===== src/rtl/xvec2_md_arbiter.sv =====
// xvec2_md_arbiter: shares one xvec2_vscale_mul_div unit between the core
// pipeline (port 0) and the vector coprocessor (port 1). One operation is in
// flight at a time; a watchdog forces completion if the unit never answers.
// Optional feature macro: XVEC2_MD_ARB_FIXED_PRIO_EN (port 0 always wins,
// no round-robin pointer). Default build is round-robin.

`ifndef VEC_XPR_LEN
`define VEC_XPR_LEN 64
`endif
`ifndef MD_OP_WIDTH
`define MD_OP_WIDTH 2
`endif
`ifndef MD_OUT_SEL_WIDTH
`define MD_OUT_SEL_WIDTH 2
`endif

module xvec2_md_arbiter #(
  parameter int unsigned WDT_CYCLES = 64,
  parameter int unsigned WDT_WIDTH  = 7
) (
  input  logic                          clk,
  input  logic                          reset,
  input  logic                          req0_valid,
  output logic                          req0_ready,
  input  logic                          req0_in_1_signed,
  input  logic                          req0_in_2_signed,
  input  logic [`MD_OP_WIDTH-1:0]       req0_op,
  input  logic [`MD_OUT_SEL_WIDTH-1:0]  req0_out_sel,
  input  logic [`VEC_XPR_LEN-1:0]       req0_in_1,
  input  logic [`VEC_XPR_LEN-1:0]       req0_in_2,
  input  logic                          req1_valid,
  output logic                          req1_ready,
  input  logic                          req1_in_1_signed,
  input  logic                          req1_in_2_signed,
  input  logic [`MD_OP_WIDTH-1:0]       req1_op,
  input  logic [`MD_OUT_SEL_WIDTH-1:0]  req1_out_sel,
  input  logic [`VEC_XPR_LEN-1:0]       req1_in_1,
  input  logic [`VEC_XPR_LEN-1:0]       req1_in_2,
  output logic                          resp0_valid,
  output logic [`VEC_XPR_LEN-1:0]       resp0_result,
  output logic                          resp1_valid,
  output logic [`VEC_XPR_LEN-1:0]       resp1_result,
  output logic                          md_req_valid,
  input  logic                          md_req_ready,
  output logic                          md_in_1_signed,
  output logic                          md_in_2_signed,
  output logic [`MD_OP_WIDTH-1:0]       md_op,
  output logic [`MD_OUT_SEL_WIDTH-1:0]  md_out_sel,
  output logic [`VEC_XPR_LEN-1:0]       md_in_1,
  output logic [`VEC_XPR_LEN-1:0]       md_in_2,
  input  logic                          md_resp_valid,
  input  logic [`VEC_XPR_LEN-1:0]       md_resp_result,
  output logic                          busy,
  output logic                          owner,
  output logic                          timeout_err
);

  localparam int unsigned XLEN = `VEC_XPR_LEN;
  localparam int unsigned OPW  = `MD_OP_WIDTH;
  localparam int unsigned OSW  = `MD_OUT_SEL_WIDTH;

  typedef enum logic [1:0] {S_IDLE, S_ISSUE, S_WAIT, S_RESP} state_t;

  state_t           r_state;
  logic             r_owner;
  logic             r_timeout_err;
  logic [WDT_WIDTH-1:0] r_wdt;
  logic             r_md_req_valid;
  logic             r_md_in_1_signed;
  logic             r_md_in_2_signed;
  logic [OPW-1:0]   r_md_op;
  logic [OSW-1:0]   r_md_out_sel;
  logic [XLEN-1:0]  r_md_in_1;
  logic [XLEN-1:0]  r_md_in_2;
  logic [XLEN-1:0]  r_result;
  logic             r_resp0_valid;
  logic             r_resp1_valid;

  logic             w_idle;
  logic             w_any;
  logic             w_grant1;
  logic             w_wdt_expired;

  // Grant decode: port 1 wins when alone, or on contention when it holds priority
`ifdef XVEC2_MD_ARB_FIXED_PRIO_EN
  assign w_grant1 = req1_valid & ~req0_valid;
`else
  logic r_rr_ptr;
  assign w_grant1 = req1_valid & (~req0_valid | r_rr_ptr);
`endif

  assign w_idle        = (r_state == S_IDLE);
  assign w_any         = req0_valid | req1_valid;
  assign w_wdt_expired = (r_wdt == WDT_WIDTH'(WDT_CYCLES - 1));

  assign req0_ready = w_idle & w_any & ~w_grant1;
  assign req1_ready = w_idle & w_grant1;

  assign resp0_valid    = r_resp0_valid;
  assign resp1_valid    = r_resp1_valid;
  assign resp0_result   = r_result;
  assign resp1_result   = r_result;
  assign md_req_valid   = r_md_req_valid;
  assign md_in_1_signed = r_md_in_1_signed;
  assign md_in_2_signed = r_md_in_2_signed;
  assign md_op          = r_md_op;
  assign md_out_sel     = r_md_out_sel;
  assign md_in_1        = r_md_in_1;
  assign md_in_2        = r_md_in_2;
  assign busy           = ~w_idle;
  assign owner          = r_owner;
  assign timeout_err    = r_timeout_err;

  // Arbitration FSM: accept, issue to unit, wait with watchdog, pulse response
  always_ff @(posedge clk or posedge reset) begin
    if (reset) begin
      r_state          <= S_IDLE;
      r_owner          <= 1'b0;
      r_timeout_err    <= 1'b0;
      r_wdt            <= '0;
      r_md_req_valid   <= 1'b0;
      r_md_in_1_signed <= 1'b0;
      r_md_in_2_signed <= 1'b0;
      r_md_op          <= '0;
      r_md_out_sel     <= '0;
      r_md_in_1        <= '0;
      r_md_in_2        <= '0;
      r_result         <= '0;
      r_resp0_valid    <= 1'b0;
      r_resp1_valid    <= 1'b0;
`ifndef XVEC2_MD_ARB_FIXED_PRIO_EN
      r_rr_ptr         <= 1'b0;
`endif
    end else begin
      r_resp0_valid <= 1'b0;
      r_resp1_valid <= 1'b0;
      case (r_state)
        S_IDLE: begin
          if (w_any) begin
            if (w_grant1) begin
              r_md_in_1_signed <= req1_in_1_signed;
              r_md_in_2_signed <= req1_in_2_signed;
              r_md_op          <= req1_op;
              r_md_out_sel     <= req1_out_sel;
              r_md_in_1        <= req1_in_1;
              r_md_in_2        <= req1_in_2;
            end else begin
              r_md_in_1_signed <= req0_in_1_signed;
              r_md_in_2_signed <= req0_in_2_signed;
              r_md_op          <= req0_op;
              r_md_out_sel     <= req0_out_sel;
              r_md_in_1        <= req0_in_1;
              r_md_in_2        <= req0_in_2;
            end
            r_owner        <= w_grant1;
            r_md_req_valid <= 1'b1;
            r_state        <= S_ISSUE;
          end
        end
        S_ISSUE: begin
          if (md_req_ready) begin
            r_md_req_valid <= 1'b0;
            r_wdt          <= '0;
            r_state        <= S_WAIT;
          end
        end
        S_WAIT: begin
          r_wdt <= r_wdt + WDT_WIDTH'(1);
          if (md_resp_valid) begin
            r_result      <= md_resp_result;
            r_resp0_valid <= ~r_owner;
            r_resp1_valid <= r_owner;
            r_state       <= S_RESP;
          end else if (w_wdt_expired) begin
            r_result      <= '0;
            r_timeout_err <= 1'b1;
            r_resp0_valid <= ~r_owner;
            r_resp1_valid <= r_owner;
            r_state       <= S_RESP;
          end
        end
        S_RESP: begin
`ifndef XVEC2_MD_ARB_FIXED_PRIO_EN
          r_rr_ptr <= ~r_owner;
`endif
          r_state  <= S_IDLE;
        end
        default: r_state <= S_IDLE;
      endcase
    end
  end

endmodule


===== config.mk =====
export PLATFORM = sky130hd
export DESIGN_NAME = xvec2_md_arbiter
export DESIGN_NICKNAME = d
export VERILOG_FILES = /design/src/rtl/xvec2_md_arbiter.sv
export SDC_FILE = /design/constraint.sdc
export NUM_CORES = 1
export LEC_CHECK = 0
export ABC_AREA = 1
export CORE_AREA = 8 8 232 234
export CTS_CLUSTER_SIZE = 12
export DETAILED_ROUTE_END_ITERATION = 10
export DIE_AREA = 0 0 240 242
export GPL_ROUTABILITY_DRIVEN = 0
export GPL_TIMING_DRIVEN = 1
export HOLD_SLACK_MARGIN = 0.12
export SLEW_MARGIN = 20
export SYNTH_ARGS = -nofsm -noshare
export SYNTH_HDL_FRONTEND = slang
export SYNTH_SLANG_ARGS = --single-unit
export TNS_END_PERCENT = 100

===== constraint.sdc =====
create_clock -name clk -period 8.3 [get_ports clk]
set_input_delay 1.66 -clock clk [delete_from_list [all_inputs] [get_ports clk]]
set_output_delay 1.66 -clock clk [all_outputs]
set_load 0.01 [all_outputs]

# --- Word level (Yosys, flattened, before mapping) ---
# Cells that the tools add are included.
totals:
  register_bits: 213
  out_inout_bits: 270
  input_bits: 338
  elab_cells: 68
op_classes:
  add_sub_neg: 1
  n_reduce_logical: 10
  muxes: 24
  bitwise: 11
  n_eq_ne: 7
ops:
  columns: ["operator", "n"]
  rows:
  - ["$mux W64", 4]
  - ["$pmux W7 S2", 1]
  - ["$mux W2", 6]
  - ["$mux W1", 10]
  - ["$reduce_and A3 Y1", 3]
  - ["$pmux W2 S4", 1]
  - ["$add A7 B1 Y7 const B", 1]
  - ["$eq A7 B6 Y1 const B", 1]
  - ["$mux W7", 1]
  - ["$reduce_and A2 Y1", 3]
  - ["$reduce_bool A2 Y1", 3]
  - ["$not A1 Y1", 5]
  - ["$and A1 B1 Y1", 4]
  - ["$eq A2 B2 Y1 const B", 2]
  - ["$ne A3 B3 Y1 const B", 1]
  - ["$eq A2 B1 Y1 const B", 1]
  - ["$logic_not A2 Y1", 1]
  - ["$ne A2 B1 Y1 const B", 1]
  - ["$ne A2 B2 Y1 const B", 1]
  - ["$or A1 B1 Y1", 2]
  - ["$pmux W1 S2", 1]

# --- Logic depth before layout (Yosys ltp) ---
# Gate-level depths: netlist (run 1).
depth:
  depth_word: 5
  depth_mapped: 10

# --- Worst setup path after synthesis (run 1) ---
# Ideal clock, no wire load.
synth_path:
  kind: "in2out"
  start: "input req0_valid"
  end: "output req0_ready"
  setup_slack_ps: 4314
  cell_stages: 5
  t_arrival_ps: 2326
  cell_sequence: "inv_2 -> o21ai_2 -> inv_2 -> nor2_4 -> buf_2"
synth_via:
  elab_chain_len: 5
  elab_cells_between_ends: 7
  classes_between: "bitwise: 7"
synth_lines:
  columns: ["element", "line_no", "rtl"]
  rows:
  - ["from (decl)", "23", "input logic req0_valid,"]
  - ["$not A1 Y1", "89", "assign w_grant1 = req1_valid & (~req0_valid | r_rr_ptr);"]
  - ["$or A1 B1 Y1", "89", null]
  - ["$and A1 B1 Y1", "89", null]
  - ["$not A1 Y1", "96", "assign req0_ready = w_idle & w_any & ~w_grant1;"]
  - ["$and A1 B1 Y1 (*)", "96", null]
  - ["to (decl)", "24", "output logic req0_ready,"]
# Mark *: on every way between the ends. The rest lies on a longest branch, timed or not.

# --- Worst setup path after layout (run 1) ---
layout_path:
  start: "input req1_valid"
  end: "output req0_ready"
layout_via:
  elab_chain_len: 3
  elab_cells_between_ends: 5
  classes_between: "bitwise: 5"
layout_lines:
  columns: ["element", "line_no", "rtl"]
  rows:
  - ["from (decl)", "31", "input logic req1_valid,"]
  - ["$or A1 B1 Y1 or $and A1 B1 Y1 (tied branches)", "93, 89", null]
  - ["$and A1 B1 Y1 or $not A1 Y1 (tied branches)", "96", null]
  - ["$and A1 B1 Y1 (*)", "96", null]
# Marked as above.

==> results of run 1 <==
routing by layer:
metal,vias to the layer above,GRT usage (%)
li1,4639,-
met1,4618,15.6
met2,379,23.2
met3,70,3.99
met4,6,4.75
met5,-,0
final timing paths:
path	end	slack (ns)	startpoint	cells past startpoint
min in group asynchronous	md_in_2[54]	1.65	reset	2
min reg2reg	timeout_err	0.48	timeout_err	1
max	req0_ready	3.07	req1_valid	6
max reg2reg	md_in_1[19]	5.06	r_state[0]	10
max in group asynchronous	md_in_1[48]	5.49	reset	3
min	timeout_err	0.48	timeout_err	1
worst register-to-register path, cell delays in order, from the launching register on:
cell and delay, ns:
dfrtp_1 0.42, inv_1 0.12, ha_1 0.20, inv_2 0.09
a21oi_4 0.21, inv_4 0.26, nor2_4 0.20, buf_4 0.63
buf_4 0.77, nand2_1 0.15, nand3_1 0.12
state kept, by name, indices dropped and copies added, names as in the netlist:
| register | flops |
|---|---|
| r_rr_ptr | 1 |
| resp0_result | 64 |
| md_req_valid | 1 |
| resp1_valid | 1 |
| timeout_err | 1 |
| md_op | 2 |
| md_out_sel | 2 |
| md_in_1_signed | 1 |
| r_wdt | 7 |
| md_in_1 | 64 |
| resp0_valid | 1 |
| md_in_2_signed | 1 |
| r_state | 2 |
| owner | 1 |
| md_in_2 | 64 |
area by class of cell:
cell class / count / share of cell area, %
inverters: 23 / 0.577
flip-flops and latches: 213 / 31.9
clock buffers: 34 / 4.38
clock inverters: 16 / 0.981
repair buffers: 616 / 36.8
well taps: 680 / 5.09
multi-input cells: 799 / 20.2
metrics by stage:
step                      util (%)  hold WS (ns)
after floorplan                  -         0.468
after global placement        31.3         0.472
after detailed placement      31.3         0.468
after CTS                     33.1         0.486
after global routing          33.1         0.512
final                         33.1         0.480
placed cells by master, fill, tap and decap left out:
| master | synthesis | layout |
|---|---|---|
| inv_4 | 0 | 1 |
| inv_8 | 0 | 1 |
| inv_1 | 18 | 17 |
| dfrtp_1 | 213 | 213 |
| buf_12 | 0 | 1 |
| clkbuf_16 | 0 | 27 |
| buf_2 | 24 | 1 |
| o21bai_1 | 3 | 3 |
| clkbuf_8 | 0 | 3 |
| bufinv_16 | 0 | 3 |
| nand2_2 | 0 | 1 |
| clkinv_2 | 0 | 10 |
| ha_1 | 6 | 5 |
| buf_4 | 72 | 8 |
| nand4_1 | 2 | 2 |
| a21oi_1 | 5 | 5 |
| clkinvlp_4 | 0 | 2 |
| nor2_4 | 1 | 2 |
| or2_2 | 1 | 1 |
| nor2_1 | 14 | 14 |
| inv_2 | 5 | 4 |
| nand2_1 | 554 | 553 |
| o21ai_0 | 8 | 8 |
| clkdlybuf4s50_1 | 0 | 606 |
| inv_6 | 0 | 1 |
| ha_2 | 0 | 1 |
| nand3_1 | 202 | 202 |
| o21ai_2 | 1 | 1 |
| a21oi_4 | 1 | 1 |
| clkbuf_1 | 31 | 4 |
power by group through the flow:
stage / Combinational, mW / Clock [mW] / Sequential, mW
floorplan: 1.20 / 0 / 2.05
CTS: 3.00 / 1.24 / 1.90
global placement: 2.96 / 0 / 1.89
finish: 2.94 / 1.20 / 1.89
detailed placement: 3.00 / 0 / 1.90
global route: 3.19 / 1.28 / 1.95
kinds of logic (layout without fill, tap and decap cells):
family	count (synthesis)	in the layout	synth area share [%]
AO/OA/AOI/OAI	18	18	1.18
flip-flops	213	213	55.7
buffers and inverters	151	689	9.14
AND/OR/NAND/NOR	775	775	33.2
adder cells (fa/ha/maj)	6	6	0.784
==> flow_summary.toml, run 1 <==
[outcome]
status = "completed"

[sta]
skew_ns = 0.0171
fmax_ghz = 0.191
period_needed_ns = 5.23
relSlewSlack_pct = 35.0
drv_slew = 0
finalSetupViolCount = 0
setup_ws_ns = 3.07
rsz0062_at_grt = "false"
fin_crit_sh_pct = 63.0
hold_viol_final = 0
tns_ns = 0
tightest_slew_ns = 0.975

[clocking]
cts_tree = "yes"
post_cts_buffers = 0
numCtsBuffers = 27
clock_sinks = 213
clk_latency_ns = 0.56
postCtsResizedCells = 0
htree_levels = 1
cts.root.buffer_cell = "clkbuf_16"
path_clk_slew_ns = 0.06
cts.path.max_buffers = 3
cts_hold_buf = 0

[drt]
route.detailed.drc = 0
route.met2.wl_mm = 20.1
ant_nets = 0
met3_length_mm = 3.37
wirelength_mm = 41.5
routed_via_density = 4.08
wire_per_inst_um = 17.4
detail_route.iter0.violations = 398
wl_met1_mm = 16.4
top_layer_used = "met5"
vias = 9712
first_pass_iters = 4

[logic_synthesis]
yosys_warnings = 0
synth_edf_count = 0
yosys-top-cells-count = "nand2_1, dfrtp_1, nand3_1, buf_4, clkbuf_1"
seq_area_frac_synth_pct = 55.7
async_flop_share_pct = 100
synth_cells = 1163
synth.cell_area_um2 = 9570
yosys.cell_types.count = 20
post-synth-top-count-cell = "nand2_1"
synth_area_leader_cell = "dfrtp_1"
yosys.area.top_type_share_pct = 55.7
synth_nets = 1507
synth_flop_cell = "dfrtp_1"
synthTopCellsByArea = "dfrtp_1, nand2_1, nand3_1, buf_4, buf_2"
syn-mean-instance-area_um2 = 8.23
ys_seq_elements = 213

[setup_path]
cp.required_ns = 6.64
crit_chain = "clkdlybuf4s50_1, inv_2, a21oi_4, inv_4, nor2_4, clkdlybuf4s50_1"
start_kind = "primary input"
crit_path_end_kind = "output pin"
crit_type = "in -> out"
worstPathArrival_ns = 3.57
cpLargestDelayFamily = "buffers and inverters"
worst-path-buf-inv = 4
crit_path_top_delay_cell = "clkdlybuf4s50_1"
path_max_fanout = 48
cp_slowest_stage_delay_ns = 0.60
cpMostUsedCell = "clkdlybuf4s50_1"

[pwr]
internal_power_mw = 3.78
p_per_area_nw_per_um2 = 361
pwr-share-clk_pct = 19.8
ir_drop_uv = 151
switching_share_pct = 37.3
p_leak_nw = 7.41
p_switching_mw = 2.25
power.share.combinational_pct = 48.7
total_power_mw = 6.03
sequentialPowerShare_pct = 31.4

[layout]
nFillCells = 5223
stdcell_count = 2381
multiInputGateArea_um2 = 3380
register_area_um2 = 5330
diodes = 0
design_area_um2 = 16700
layout-drive-gt1-share_pct = 4.06
nNetsFinal = 2024
syn2layout_area_growth_pct = 74.5

[floorplanning]
pin_count = 608
rows = 83
die_w_um = 240
core_um2 = 50500
die-area_um2 = 58100
fp.dieH_um = 242
initial_utilization_pct = 19.0

[global_routing]
grt_start_max_net_pins = 111
grt_use_total_pct = 13.4
grt_pass1_wl_mm = 61.9
grt_pass1_vias = 9982
grt_antenna_before_repair = 4
gr-total-overflow = 0

[placed_design]
portBuffers = 607
placed_area_um2 = 15800
dp_hpwl_mm = 31.1
dp_slack_ns = 3.03
post-place-cells = 2331

[min_path]
hold_class = "reg -> reg"

[job]
drv_cap = 0
(Power assumes the default switching activity.)
==> run 2, diff against run 1 <==
==> constraint.sdc (replaced) <==
create_clock -name clk -period 4.2 [get_ports clk]
set_input_delay 0.84 -clock clk [delete_from_list [all_inputs] [get_ports clk]]
set_output_delay 0.84 -clock clk [all_outputs]
set_load 0.01 [all_outputs]
==> run 2 against run 1 <==
Power increased by 93%. Die area did not move. Sequential power up 98%. Critical path type unchanged. Largest power group unchanged.
==> flow_summary.toml, run 2 (synthesis results as in run 1) <==
[outcome]
status = "completed"

[sta]
setup_ws_ns = 0.774
hold_viol_final = 0
drv_slew = 0
rsz0062_at_grt = "false"
fmax_ghz = 0.292
tns_ns = 0
period_needed_ns = 3.43
skew_ns = 0.00671
tightest_slew_ns = 0.985
relSlewSlack_pct = 34.3
fin_crit_sh_pct = 81.6
finalSetupViolCount = 0

[global_routing]
grt_start_max_net_pins = 133
gr-total-overflow = 0
grt_use_total_pct = 13.6
grt_antenna_before_repair = 5
grt_pass1_vias = 9954
grt_pass1_wl_mm = 62.6

[clocking]
htree_levels = 1
cts.path.max_buffers = 3
cts_tree = "yes"
clk_latency_ns = 0.53
numCtsBuffers = 26
cts.root.buffer_cell = "clkbuf_16"
clock_sinks = 213
postCtsResizedCells = 0
cts_hold_buf = 0
post_cts_buffers = 0
path_clk_slew_ns = 0.05

[layout]
layout_commonest_cell = "clkdlybuf4s50_1"
layout-drive-gt1-share_pct = 3.30
nFillCells = 5265
layout_common_cells = "clkdlybuf4s50_1, nand2_1, dfrtp_1"
nNetsFinal = 2027
syn2layout_area_growth_pct = 73.7

[job]
drv_cap = 0

[floorplanning]
die_w_um = 240
pin_count = 608
initial_utilization_pct = 19.0
die-area_um2 = 58100
core_um2 = 50500
rows = 83
fp.dieH_um = 242

[pwr]
ir_drop_uv = 266
p_leak_nw = 7.35
power.share.combinational_pct = 50.2
p_switching_mw = 4.36
switching_share_pct = 37.4
p_per_area_nw_per_um2 = 700
sequentialPowerShare_pct = 32.2
pwr-share-clk_pct = 17.6
internal_power_mw = 7.28

[drt]
met3_length_mm = 3.91
top_layer_used = "met5"
routed_via_density = 4.06
detail_route.iter0.violations = 474
vias = 9647
route.met2.wl_mm = 20.4
wire_per_inst_um = 17.5
wirelength_mm = 41.7
route.detailed.drc = 0
ant_nets = 0
wl_met1_mm = 16.1
first_pass_iters = 5

[min_path]
hold_class = "reg -> reg"

[setup_path]
worst-path-buf-inv = 4
cp_slowest_stage_delay_ns = 0.59
cp.required_ns = 3.36
cpLargestDelayFamily = "buffers and inverters"
start_kind = "primary input"
crit_path_top_delay_cell = "clkdlybuf4s50_1"
crit_chain = "clkdlybuf4s50_1, inv_2, o21ai_2, inv_2, nor2_4, clkdlybuf4s50_1"
path_max_fanout = 5
worstPathArrival_ns = 2.59
crit_path_end_kind = "output pin"
crit_type = "in -> out"

[placed_design]
portBuffers = 607
dp_hpwl_mm = 31.7
dp_slack_ns = 0.752
## run 2: per-layer routing
| metal | vias up | GRT usage [%] |
|---|---|---|
| met1 | 4518 | 15.7 |
| li1 | 4645 | - |
| met2 | 405 | 23.5 |
| met5 | - | 0 |
| met4 | 6 | 4.69 |
| met3 | 73 | 4.32 |
## run 2: final timing paths
check                            start           to  slack [ns]  depth (start not counted)
max in group asynchronous        reset  md_in_1[16]        2.44                          4
min in group asynchronous        reset  md_in_2[51]        0.80                          2
max reg2reg                 r_state[0]  md_in_1[21]        1.45                          9
max                         req0_valid   req0_ready        0.77                          6
min                        timeout_err  timeout_err        0.49                          1
min reg2reg                timeout_err  timeout_err        0.49                          1
## run 2: power by group through the flow
| stage | clock, mW | combinational, mW | sequential [mW] |
|---|---|---|---|
| after floorplan | 0 | 2.37 | 4.05 |
| after global placement | 0 | 5.87 | 3.74 |
| after detailed placement | 0 | 5.97 | 3.75 |
| after CTS | 2.12 | 5.98 | 3.75 |
| after global routing | 2.20 | 6.37 | 3.86 |
| final | 2.05 | 5.84 | 3.75 |
## run 2: layout make-up
class / count / area [um2] / area share, %
Sequential cell: 213 / 5330 / 32.1
Antenna cell: 1 / 2.50 / 0.0151
Timing Repair Buffer: 620 / 6220 / 37.4
Multi-Input combinational cell: 799 / 3380 / 20.3
Inverter: 23 / 92.6 / 0.557
Tap cell: 680 / 851 / 5.12
Clock buffer: 42 / 752 / 4.52
## run 2: stage by stage
step | total power [mW] | std cells | util, % | hold WS (ns) | cell area (um2)
floorplan | 6.42 | 1163 | - | 0.468 | 9580
global placement | 9.61 | 2335 | 31.4 | 0.461 | 15900
detailed placement | 9.72 | 2335 | 31.4 | 0.471 | 15900
CTS | 11.9 | 2377 | 32.9 | 0.489 | 16600
global route | 12.4 | 2378 | 32.9 | 0.497 | 16600
finish | 11.6 | 2378 | 32.9 | 0.485 | 16600
